### src/rtl/bit_serial_adder.sv
// bit_serial_adder: WIDTH-bit sequential adder that streams LSB-first operand bits
// through a single full-adder cell (two half-adder steps) with a registered carry.
// An operation is accepted with start, runs WIDTH cycles with busy high, then
// pulses done for one cycle with sum/carry_out valid; results hold until the
// next completion.
//
// Optional feature macro: BIT_SERIAL_SUB_EN adds the sub port (1 = A-B). When
// subtracting, B is inverted into the adder and the initial carry is 1.
// carry_out is then the no-borrow flag.
//
// Ports:
//   clk        in   1      clock, rising edge
//   rst_n      in   1      asynchronous active-low reset
//   start      in   1      request an operation; sampled when not busy
//   op_a       in   WIDTH  operand A, captured on the accepting edge
//   op_b       in   WIDTH  operand B, captured on the accepting edge
//   sub        in   1      subtract select (only with BIT_SERIAL_SUB_EN)
//   busy       out  1      operation in progress
//   done       out  1      one-cycle result-valid pulse
//   sum        out  WIDTH  result, held until the next completion
//   carry_out  out  1      final carry / no-borrow, held with sum
module bit_serial_adder #(
    parameter int unsigned WIDTH = 8
) (
    input  logic             clk,
    input  logic             rst_n,
    input  logic             start,
    input  logic [WIDTH-1:0] op_a,
    input  logic [WIDTH-1:0] op_b,
`ifdef BIT_SERIAL_SUB_EN
    input  logic             sub,
`endif
    output logic             busy,
    output logic             done,
    output logic [WIDTH-1:0] sum,
    output logic             carry_out
);

    localparam int unsigned CW = (WIDTH > 2) ? $clog2(WIDTH) : 1;

    typedef enum logic [1:0] {
        S_IDLE = 2'd0,
        S_ADD  = 2'd1,
        S_DONE = 2'd2
    } state_t;

    state_t           state, state_d;
    logic [WIDTH-1:0] a_sr, a_sr_d;
    logic [WIDTH-1:0] b_sr, b_sr_d;
    logic [WIDTH-1:0] partial, partial_d;
    logic [WIDTH-1:0] sum_d;
    logic [CW-1:0]    count, count_d;
    logic             carry, carry_d;
    logic             cout_d, busy_d, done_d;

    // Operand B and initial carry as loaded on accept
    logic [WIDTH-1:0] b_load;
    logic             c_load;

`ifdef BIT_SERIAL_SUB_EN
    assign b_load = sub ? ~op_b : op_b;
    assign c_load = sub;
`else
    assign b_load = op_b;
    assign c_load = 1'b0;
`endif

    // Full adder as two cascaded half adders
    logic hs1, hc1, fa_s, fa_c;
    assign hs1  = a_sr[0] ^ b_sr[0];
    assign hc1  = a_sr[0] & b_sr[0];
    assign fa_s = hs1 ^ carry;
    assign fa_c = hc1 | (hs1 & carry);

    // State and datapath registers
    always_ff @(posedge clk or negedge rst_n) begin
        if (!rst_n) begin
            state     <= S_IDLE;
            a_sr      <= '0;
            b_sr      <= '0;
            partial   <= '0;
            count     <= '0;
            carry     <= 1'b0;
            sum       <= '0;
            carry_out <= 1'b0;
            busy      <= 1'b0;
            done      <= 1'b0;
        end else begin
            state     <= state_d;
            a_sr      <= a_sr_d;
            b_sr      <= b_sr_d;
            partial   <= partial_d;
            count     <= count_d;
            carry     <= carry_d;
            sum       <= sum_d;
            carry_out <= cout_d;
            busy      <= busy_d;
            done      <= done_d;
        end
    end

    // Next-state and next-output logic
    always_comb begin
        state_d   = state;
        a_sr_d    = a_sr;
        b_sr_d    = b_sr;
        partial_d = partial;
        count_d   = count;
        carry_d   = carry;
        sum_d     = sum;
        cout_d    = carry_out;
        busy_d    = busy;
        done_d    = 1'b0;

        case (state)
            // DONE's exit edge may accept a new op so throughput is one per WIDTH+1
            S_IDLE, S_DONE: begin
                state_d = S_IDLE;
                busy_d  = 1'b0;
                if (start) begin
                    state_d   = S_ADD;
                    a_sr_d    = op_a;
                    b_sr_d    = b_load;
                    carry_d   = c_load;
                    count_d   = '0;
                    partial_d = '0;
                    busy_d    = 1'b1;
                end
            end

            S_ADD: begin
                a_sr_d    = {1'b0, a_sr[WIDTH-1:1]};
                b_sr_d    = {1'b0, b_sr[WIDTH-1:1]};
                partial_d = {fa_s, partial[WIDTH-1:1]};
                carry_d   = fa_c;
                count_d   = count + CW'(1);
                if (count == CW'(WIDTH - 1)) begin
                    state_d = S_DONE;
                    busy_d  = 1'b0;
                    done_d  = 1'b1;
                    sum_d   = {fa_s, partial[WIDTH-1:1]};
                    cout_d  = fa_c;
                end
            end

            default: begin
                state_d = S_IDLE;
                busy_d  = 1'b0;
            end
        endcase
    end

endmodule
### config.mk
export PLATFORM = sky130hd
export DESIGN_NAME = bit_serial_adder
export DESIGN_NICKNAME = d
export VERILOG_FILES = /design/src/rtl/bit_serial_adder.sv
export SDC_FILE = /design/constraint.sdc
export NUM_CORES = 1
export LEC_CHECK = 0
export BUFFER_PORTS_ARGS = -buffer_cell sky130_fd_sc_hd__buf_2
export CORE_ASPECT_RATIO = 0.5
export CORE_MARGIN = 5
export CORE_UTILIZATION = 35
export DETAILED_ROUTE_END_ITERATION = 6
export HOLD_SLACK_MARGIN = 0.02
export PLACE_DENSITY = 0.51
export SLEW_MARGIN = 25
export SYNTH_ARGS = -nofsm -noshare
export SYNTH_HDL_FRONTEND = slang
export SYNTH_SLANG_ARGS = --single-unit
### constraint.sdc
create_clock -name clk -period 4.4 [get_ports clk]
set_input_delay 0.22 -clock clk [delete_from_list [all_inputs] [get_ports clk]]
set_output_delay 0.22 -clock clk [all_outputs]
set_load 0.005 [all_outputs]
==> results.sh, run 1 <==
export IMPL_status="completed"
export IMPL_r2r_start="state[1]"
export IMPL_slew_viol_final=0
export IMPL_gp_congestion=0.686
export IMPL_root_buffer="clkbuf_8"
export IMPL_hp_class="in -> reg"
export IMPL_yosysSeqAreaShare_pct=53.1
export IMPL_p_per_area_nw_per_um2=696
export IMPL_synth_compound_area_share_pct=15.7
export IMPL_start_util_pct=37.2
export IMPL_antenna_found_initial=0
export IMPL_wl_met2_mm=1.41
export IMPL_clock_path_buffers=2
export IMPL_fin_worst_skew_ns=0.0131
export IMPL_critPathLaunch="state[1]"
export IMPL_num_vias=1173
export IMPL_slowest_delay_ns=0.75
export IMPL_drtPass1Iterations=4
export IMPL_synth_top_cell_area_share_pct=53.1
export IMPL_drt_wirelength_per_cell_um=14.0
export IMPL_route_top_layer_used="met4"
export IMPL_dieArea_um2=7040
export IMPL_synth_simple_area_share_pct=7.37
export IMPL_post_cts_buffers=0
export IMPL_reg2reg_slack_ns=2.50
export IMPL_totalPowerFinal_w=0.00153
export IMPL_min_from="op_b[7]"
export IMPL_synth_commonest_cells="40 x dfrtp_1, 14 x mux2i_1, 13 x a211oi_1, 13 x a21oi_1, 13 x nor2b_1"
export IMPL_fp_coreArea_um2=5070
export IMPL_cts_clk_slew_worst_paths_ns=0.09
export IMPL_rows=18
export IMPL_grt_overflow=0
export IMPL_post_route_period_util_pct=43.1
export IMPL_cts_tree="done"
export IMPL_synth_edf_count=0
export IMPL_wl_met1_mm=1.79
export IMPL_cts_resized_gates=0
export IMPL_slew_headroom_pct=34.2
export IMPL_cp_start_kind="flip-flop"
export IMPL_nets=195
export IMPL_ys_types=26
export IMPL_cp_required_ns=4.59
export IMPL_antenna_cells=0
export IMPL_drt_total_wl_mm=3.42
export IMPL_synth_area_top_cells="dfrtp_1 53%, mux2i_1 7.4%, mux2_4 6.4%"
export IMPL_crit_chain="nor2b_4 -> nand2_8 -> inv_2 -> mux2_1"
export IMPL_ctsHoldBuffers=0
export IMPL_r2r_end="sum[0]"
export IMPL_ys_warn_count=0
export IMPL_ys_flop_type="dfrtp_1"
export IMPL_htreeDepth=2
export IMPL_drc_errors=0
export IMPL_syn_inst=145
export IMPL_dp_cells=235
export IMPL_grt_max_degree=41
export IMPL_port_buffers=29
export IMPL_syn_to_final_growth_pct=16.4
export IMPL_syn_cell_area_um2=1890
export IMPL_synth_adder_area_share_pct=2.39
export IMPL_synthMuxAreaShare_pct=17.4
export IMPL_synth_xor_area_share_pct=0
export IMPL_reg2regPathDepth=4
export IMPL_clock_fmax_mhz=527
export IMPL_syn_nets=167
export IMPL_drtAntennaViolNets=0
export IMPL_setup_ws_ns=2.50
export IMPL_hold_viol_final=0
export IMPL_async_flop_share_pct=100
export IMPL_grt_pass1_wl_mm=5.94
export IMPL_hpwl_mm=2.27
export IMPL_tightest_slew_ns=0.987
export IMPL_grt_setup_unrepaired="false"
export IMPL_synth_top_family_by_area="multiplexers"
export IMPL_insertion_delay_ns=0.30
export IMPL_die_y_um=61.9
export IMPL_final_setup_viol_count=0
export IMPL_drv_cap=0
export IMPL_dr_wl_met3_um=181
export IMPL_period_needed_ns=1.90
export IMPL_stdcell_count=244
export IMPL_hold_depth=2
export IMPL_slowest_stage="dfrtp_1"
export IMPL_min_to="b_sr[7]"
export IMPL_p_leak_nw=1.01
export IMPL_avgViaCountPerCell=4.81
export IMPL_crit_fanout=19
export IMPL_dp_slack_ns=2.50
export IMPL_synth_seq_cells=40
export IMPL_grt_pass1_vias=1227
export IMPL_fp_dieW_um=114
export IMPL_cp_end_kind="flip-flop"
export IMPL_drt_initial_drc_count=18
export IMPL_clock_sinks=40
export IMPL_tns_ns=0
export IMPL_path_class="reg -> reg"
export IMPL_numCtsBuffers=5
export IMPL_irDropWorstVdd_uv=198
export IMPL_yosysMostFrequentCell="dfrtp_1"
export IMPL_grt_usage_pct=10.9
export IMPL_synth_avg_cell_area_um2=13.0
export IMPL_drive_gt1_share_pct=32.8
export IMPL_top_level_ports=30
export IMPL_worstPathArrival_ns=2.08
export IMPL_synth_top_area_cell="dfrtp_1"
final cells by class:
class,instances,area (um2)
fillers,515,2870
flip-flops and latches,40,1000
multi-input cells,92,808
repair buffers,31,165
well taps,70,87.6
clock buffers,6,82.6
clock inverters,2,38.8
inverters,3,11.3
through the flow:
stage	cell area (um2)	util, %	hold slack [ns]
3_5_place_dp	2060	40.7	0.403
5_1_grt	2190	43.3	0.162
4_1_cts	2180	43.1	0.0778
6_report	2190	43.3	0.162
3_3_place_gp	2060	40.7	0.393
2_1_floorplan	1890	-	-0.0756
how the worst max path moves through the flow:
stage / to / slack [ns]
detailed placement: sum[0] / 2.50
global route: count[0] / 2.37
CTS: sum[0] / 2.49
floorplan: count[2] / 3.01
global placement: sum[0] / 2.55
finish: sum[0] / 2.50
cells in the final DEF, fill, tap and decap left out:
cell type	netlist	final
a22o_1	12	12
nor2_1	1	1
a21oi_1	13	13
clkbuf_8	0	6
buf_4	5	2
a21o_1	2	2
dfrtp_1	40	40
o21ai_0	1	1
mux2_2	5	5
mux2i_1	14	14
clkinv_4	0	1
dlygate4sd3_1	0	1
inv_2	1	1
a31o_2	1	1
nor2b_1	13	13
mux2_4	8	8
nor2_2	1	1
nor2b_2	1	1
a211oi_1	13	13
fa_1	1	1
nor2b_4	1	1
buf_2	1	28
mux2_1	1	1
inv_1	2	2
nand3_1	1	1
bufinv_16	0	1
nand2_8	1	1
ha_1	2	2
state kept, by name (all words and copies together) (netlist names), 2 cells and up:
| register | cells |
|---|---|
| state | 2 |
| partial | 7 |
| b_sr | 8 |
| count | 3 |
| sum | 8 |
| a_sr | 8 |
cell families (layout without fill, tap and decap cells):
kind of cell / Yosys count / after routing
buffers and inverters: 13 / 42
flip-flops: 40 / 40
AO/OA/AOI/OAI: 42 / 42
adder cells (fa/ha/maj): 3 / 3
AND/OR/NAND/NOR: 19 / 19
multiplexers: 28 / 28
worst max-delay path, delay by kind of cell (launching register included):
kind / cells / cell delay, ns
buffers and inverters: 1 / 0.08
and+or+nand+nor: 2 / 0.64
DFF: 1 / 0.75
muxes: 1 / 0.31
where the power goes:
part           leakage (nW)  total [W]  internal, W  switching [W]
logic                 0.455   0.000551     0.000317       0.000234
registers             0.496   0.000659     0.000534       0.000124
clock network        0.0614   0.000318     0.000186       0.000132
routing by layer:
layer | track usage, % | vias up
li1 | - | 586
met1 | 14.6 | 560
met2 | 16.7 | 23
met3 | 3.87 | 4
met4 | 4.06 | 0
met5 | 0 | -
(Power assumes the default switching activity.)
==> run 2, diff against run 1 <==
clock period = 1.9 ns   (was 4.4 ns; I/O delays follow)
==> results.sh, run 2 (same netlist as run 1, synthesis figures left out) <==
export IMPL_status="completed"
export IMPL_slowest_stage="dfrtp_1"
export IMPL_root_buffer="clkbuf_8"
export IMPL_mostFrequentLayoutCells="40 x dfrtp_1, 29 x buf_2, 14 x mux2i_1"
export IMPL_num_vias=1174
export IMPL_worstPathArrival_ns=1.62
export IMPL_period_needed_ns=1.45
export IMPL_power_switching_w=0.00110
export IMPL_irDropWorstVdd_uv=516
export IMPL_cp_end_kind="flip-flop"
export IMPL_final_setup_viol_count=0
export IMPL_antenna_cells=0
export IMPL_drt_initial_drc_count=50
export IMPL_p_int_w=0.00230
export IMPL_grt_setup_unrepaired="false"
export IMPL_antenna_found_initial=0
export IMPL_drtAntennaViolNets=0
export IMPL_reg2regPathDepth=5
export IMPL_drtPass1Iterations=4
export IMPL_numCtsBuffers=5
export IMPL_slowest_delay_ns=0.39
export IMPL_hold_viol_final=0
export IMPL_power_frac_seq_pct=44.2
export IMPL_hp_class="in -> reg"
export IMPL_crit_top_cell="ha_1"
export IMPL_reg_top3="a_sr (8), b_sr (8), sum (8)"
export IMPL_p_comb_share_pct=38.5
export IMPL_die_y_um=61.9
export IMPL_nets=198
export IMPL_fin_worst_skew_ns=0.00408
export IMPL_avgViaCountPerCell=4.77
export IMPL_grt_pass1_wl_mm=5.73
export IMPL_fp_coreArea_um2=5070
export IMPL_drv_cap=0
export IMPL_top_level_ports=30
export IMPL_path_class="reg -> reg"
export IMPL_crit_fanout=10
export IMPL_cts_clk_slew_worst_paths_ns=0.07
export IMPL_hpwl_mm=2.22
export IMPL_drt_total_wl_mm=3.39
export IMPL_fp_dieW_um=114
export IMPL_r2r_end="sum[0]"
export IMPL_clock_sinks=40
export IMPL_post_cts_buffers=0
export IMPL_port_buffers=29
export IMPL_final_common_cell="dfrtp_1"
export IMPL_cp_required_ns=2.07
export IMPL_p_leak_nw=1.01
export IMPL_rows=18
export IMPL_grt_overflow=0
export IMPL_crit_end="sum[0]"
export IMPL_syn_to_final_growth_pct=16.1
export IMPL_clock_fmax_mhz=690
export IMPL_htreeDepth=2
export IMPL_critPathLaunch="count[0]"
export IMPL_post_route_period_util_pct=76.3
export IMPL_ctsHoldBuffers=1
export IMPL_tightest_slew_ns=0.510
export IMPL_crit_chain="ha_1 -> ha_1 -> nand2_8 -> inv_2 -> mux2_1"
export IMPL_gp_congestion=0.689
export IMPL_cp_start_kind="flip-flop"
export IMPL_cts_tree="done"
export IMPL_grt_pass1_vias=1171
export IMPL_sw_frac_of_total_pct=32.3
export IMPL_clkPwrFrac_pct=17.4
export IMPL_place_area_um2=2080
export IMPL_drc_errors=0
export IMPL_clock_path_buffers=2
export IMPL_slew_headroom_pct=66.0
export IMPL_r2r_start="count[0]"
export IMPL_p_per_area_nw_per_um2=1550
export IMPL_slew_viol_final=0
export IMPL_drt_wirelength_per_cell_um=13.8
export IMPL_tns_ns=0
export IMPL_dieArea_um2=7040
export IMPL_drive_gt1_share_pct=33.5
export IMPL_reg2reg_slack_ns=0.45
export IMPL_insertion_delay_ns=0.28
export IMPL_cts_resized_gates=0
export IMPL_grt_max_degree=41
export IMPL_final_area_um2=2190
export IMPL_start_util_pct=37.2
export IMPL_grt_usage_pct=10.7
==> run 2: area by class of cell <==
cell class | instances | area (um2)
clock buffers | 7 | 96.3
fillers | 473 | 2880
inverters | 3 | 11.3
multi-input cells | 92 | 808
flip-flops and latches | 40 | 1000
well taps | 70 | 87.6
repair buffers | 34 | 185
==> run 2: power groups by stage <==
stage	Sequential [W]	Combinational, W	Clock [W]
finish	0.00150	0.00131	0.000591
global route	0.00156	0.00149	0.000662
CTS	0.00150	0.00134	0.000622
detailed placement	0.00152	0.00133	0
global placement	0.00152	0.00132	0
floorplan	0.00145	0.00107	0
==> run 2: layer usage <==
metal  track usage (%)  up-vias  part of all wire, %
li1                  -      591                    -
met1              14.8      559                   54
met2              15.0       20                   39
met3              4.06        4                  5.3
met4              5.08        0                  1.4
met5                 0        -                    0
==> run 2: critical path: cells and delay by family, from the launching register on <==
family,cells,cell delay (ns)
adders and majority gates,2,0.45
buffers and inverters,1,0.05
DFF,1,0.39
muxes,1,0.30
and+or+nand+nor,1,0.14
==> run 2: how the worst min path moves through the flow <==
stage / start / to / cells after the start
2_1_floorplan: rst_n / a_sr[0] / 0
3_5_place_dp: rst_n / a_sr[4] / 2
6_report: op_b[7] / b_sr[7] / 2
4_1_cts: op_b[7] / b_sr[7] / 2
3_3_place_gp: rst_n / a_sr[4] / 2
5_1_grt: op_b[7] / b_sr[7] / 2
==> run 2: through the flow <==
step | hold slack, ns | utilization [%] | setup slack, ns | power (W) | instances
after floorplan | -0.201 | - | 0.508 | 0.00252 | 145
after global placement | 0.188 | 41.1 | 0.473 | 0.00284 | 238
after detailed placement | 0.185 | 41.1 | 0.448 | 0.00285 | 238
after CTS | 0.0332 | 43.2 | 0.430 | 0.00346 | 246
after global routing | 0.0511 | 43.2 | 0.350 | 0.00371 | 246
final | 0.0418 | 43.2 | 0.450 | 0.00340 | 246
==> run 3, diff against run 2 <==
clock period = 1.45 ns   (was 1.9 ns; I/O delays follow)
==> results.sh, run 3 (same netlist as run 1, synthesis figures left out) <==
export IMPL_drive_gt1_share_pct=37.8
export IMPL_drt_initial_drc_count=33
export IMPL_post_route_period_util_pct=96.4
export IMPL_fp_dieW_um=114
export IMPL_grt_setup_unrepaired="false"
export IMPL_path_class="reg -> reg"
export IMPL_path_buf_inv=0
export IMPL_p_leak_nw=1.06
export IMPL_dp_slack_ns=-0.00820
export IMPL_cts_tree="done"
export IMPL_setup_ws_ns=0.0515
export IMPL_numCtsBuffers=5
export IMPL_slowest_stage="fa_1"
export IMPL_reg_top3="a_sr (8), b_sr (8), sum (8)"
export IMPL_tightest_slew_ns=0.505
export IMPL_cp_required_ns=1.63
export IMPL_r2r_start="a_sr[0]"
export IMPL_htreeDepth=2
export IMPL_cts_clk_slew_worst_paths_ns=0.07
export IMPL_rows=18
export IMPL_min_from="op_a[3]"
export IMPL_drc_errors=0
export IMPL_cp_start_kind="flip-flop"
export IMPL_worstPathArrival_ns=1.57
export IMPL_clock_sinks=40
export IMPL_final_setup_viol_count=0
export IMPL_grt_overflow=0
export IMPL_hold_viol_final=0
export IMPL_insertion_delay_ns=0.28
export IMPL_slew_headroom_pct=66.3
export IMPL_grt_pass1_wl_mm=6.30
export IMPL_final_area_um2=2280
export IMPL_syn_to_final_growth_pct=20.9
export IMPL_post_cts_buffers=0
export IMPL_status="completed"
export IMPL_drtAntennaViolNets=0
export IMPL_fin_util_pct=45.0
export IMPL_grt_max_degree=41
export IMPL_die_y_um=61.9
export IMPL_drt_total_wl_mm=3.73
export IMPL_period_needed_ns=1.40
export IMPL_clock_path_buffers=2
export IMPL_irDropWorstVdd_uv=665
export IMPL_top_level_ports=30
export IMPL_hpwl_mm=2.52
export IMPL_dieArea_um2=7040
export IMPL_grt_pass1_vias=1233
export IMPL_clock_fmax_mhz=715
export IMPL_fp_coreArea_um2=5070
export IMPL_antenna_found_initial=0
export IMPL_p_per_area_nw_per_um2=2060
export IMPL_place_area_um2=2140
export IMPL_worst_hold_slack_ns=0.0628
export IMPL_hp_class="in -> reg"
export IMPL_drtPass1Iterations=4
export IMPL_final_common_cell="dfrtp_1"
export IMPL_port_buffers=29
export IMPL_gp_congestion=0.691
export IMPL_antenna_cells=0
export IMPL_cp_top_family="adder cells"
export IMPL_critPathLaunch="a_sr[0]"
export IMPL_num_vias=1211
export IMPL_mostFrequentLayoutCells="39 x dfrtp_1, 29 x buf_2, 14 x mux2i_1"
export IMPL_start_util_pct=37.2
export IMPL_slew_viol_final=0
export IMPL_root_buffer="clkbuf_8"
export IMPL_slowest_delay_ns=0.45
export IMPL_cp_end_kind="flip-flop"
export IMPL_drt_wirelength_per_cell_um=14.6
export IMPL_avgViaCountPerCell=4.75
export IMPL_fin_worst_skew_ns=0.00393
export IMPL_drv_cap=0
export IMPL_totalPowerFinal_w=0.00469
export IMPL_nets=207
export IMPL_crit_chain="fa_1 -> mux2_2 -> a22o_1"
export IMPL_crit_fanout=3
export IMPL_grt_usage_pct=11.7
run 3: worst min-delay path: stages:
cell      delay [ns]
buf_2           0.08
a211oi_1        0.05
a21oi_1         0.10
run 3: metal layers:
metal / wire, um / global-route usage (%) / part of all wire [%] / up-vias
met5: 0 / 0 / 0 / -
met2: 1580 / 16.6 / 42 / 21
met3: 176 / 3.87 / 4.7 / 2
li1: - / - / - / 608
met4: 27 / 3.55 / 0.72 / 0
met1: 1950 / 16.9 / 52 / 580
run 3: area by class of cell:
class	count	area [um2]
clock buffers	7	96.3
fillers	491	2790
inverters	3	11.3
multi-input cells	93	835
flip-flops and latches	40	1000
well taps	70	87.6
repair buffers	42	248
run 3: what timing repair did:
item / CTS / global route
hold buffers: 2 / 0
setup endpoints to repair: 2 / 3
gates cloned: 1 / 0
hold endpoints to repair: 41 / 0
gates resized for setup: 1 / 3
pin swaps: 1 / 0
run 3: metrics by stage:
step           setup TNS [ns]  std cells
2_1_floorplan               0        145
3_3_place_gp                0        245
3_5_place_dp         -0.00820        245
4_1_cts                     0        255
5_1_grt                     0        255
6_report                    0        255
run 3: power by group:
group          total, W  leakage, nW  internal [W]  switching, W
Sequential      0.00200        0.495       0.00163      0.000375
Combinational   0.00191        0.511       0.00111      0.000808
Clock          0.000773       0.0503      0.000423      0.000349
Total           0.00469         1.06       0.00316       0.00153
run 3: worst paths after layout:
kind                            end  slack, ns  cells past startpoint
max reg2reg                   carry       0.05                      3
min                         a_sr[3]       0.06                      3
max in group asynchronous  state[0]       0.70                      3
min reg2reg                  sum[0]       0.50                      1
min in group asynchronous   a_sr[5]       0.37                      3
max                           carry       0.05                      3
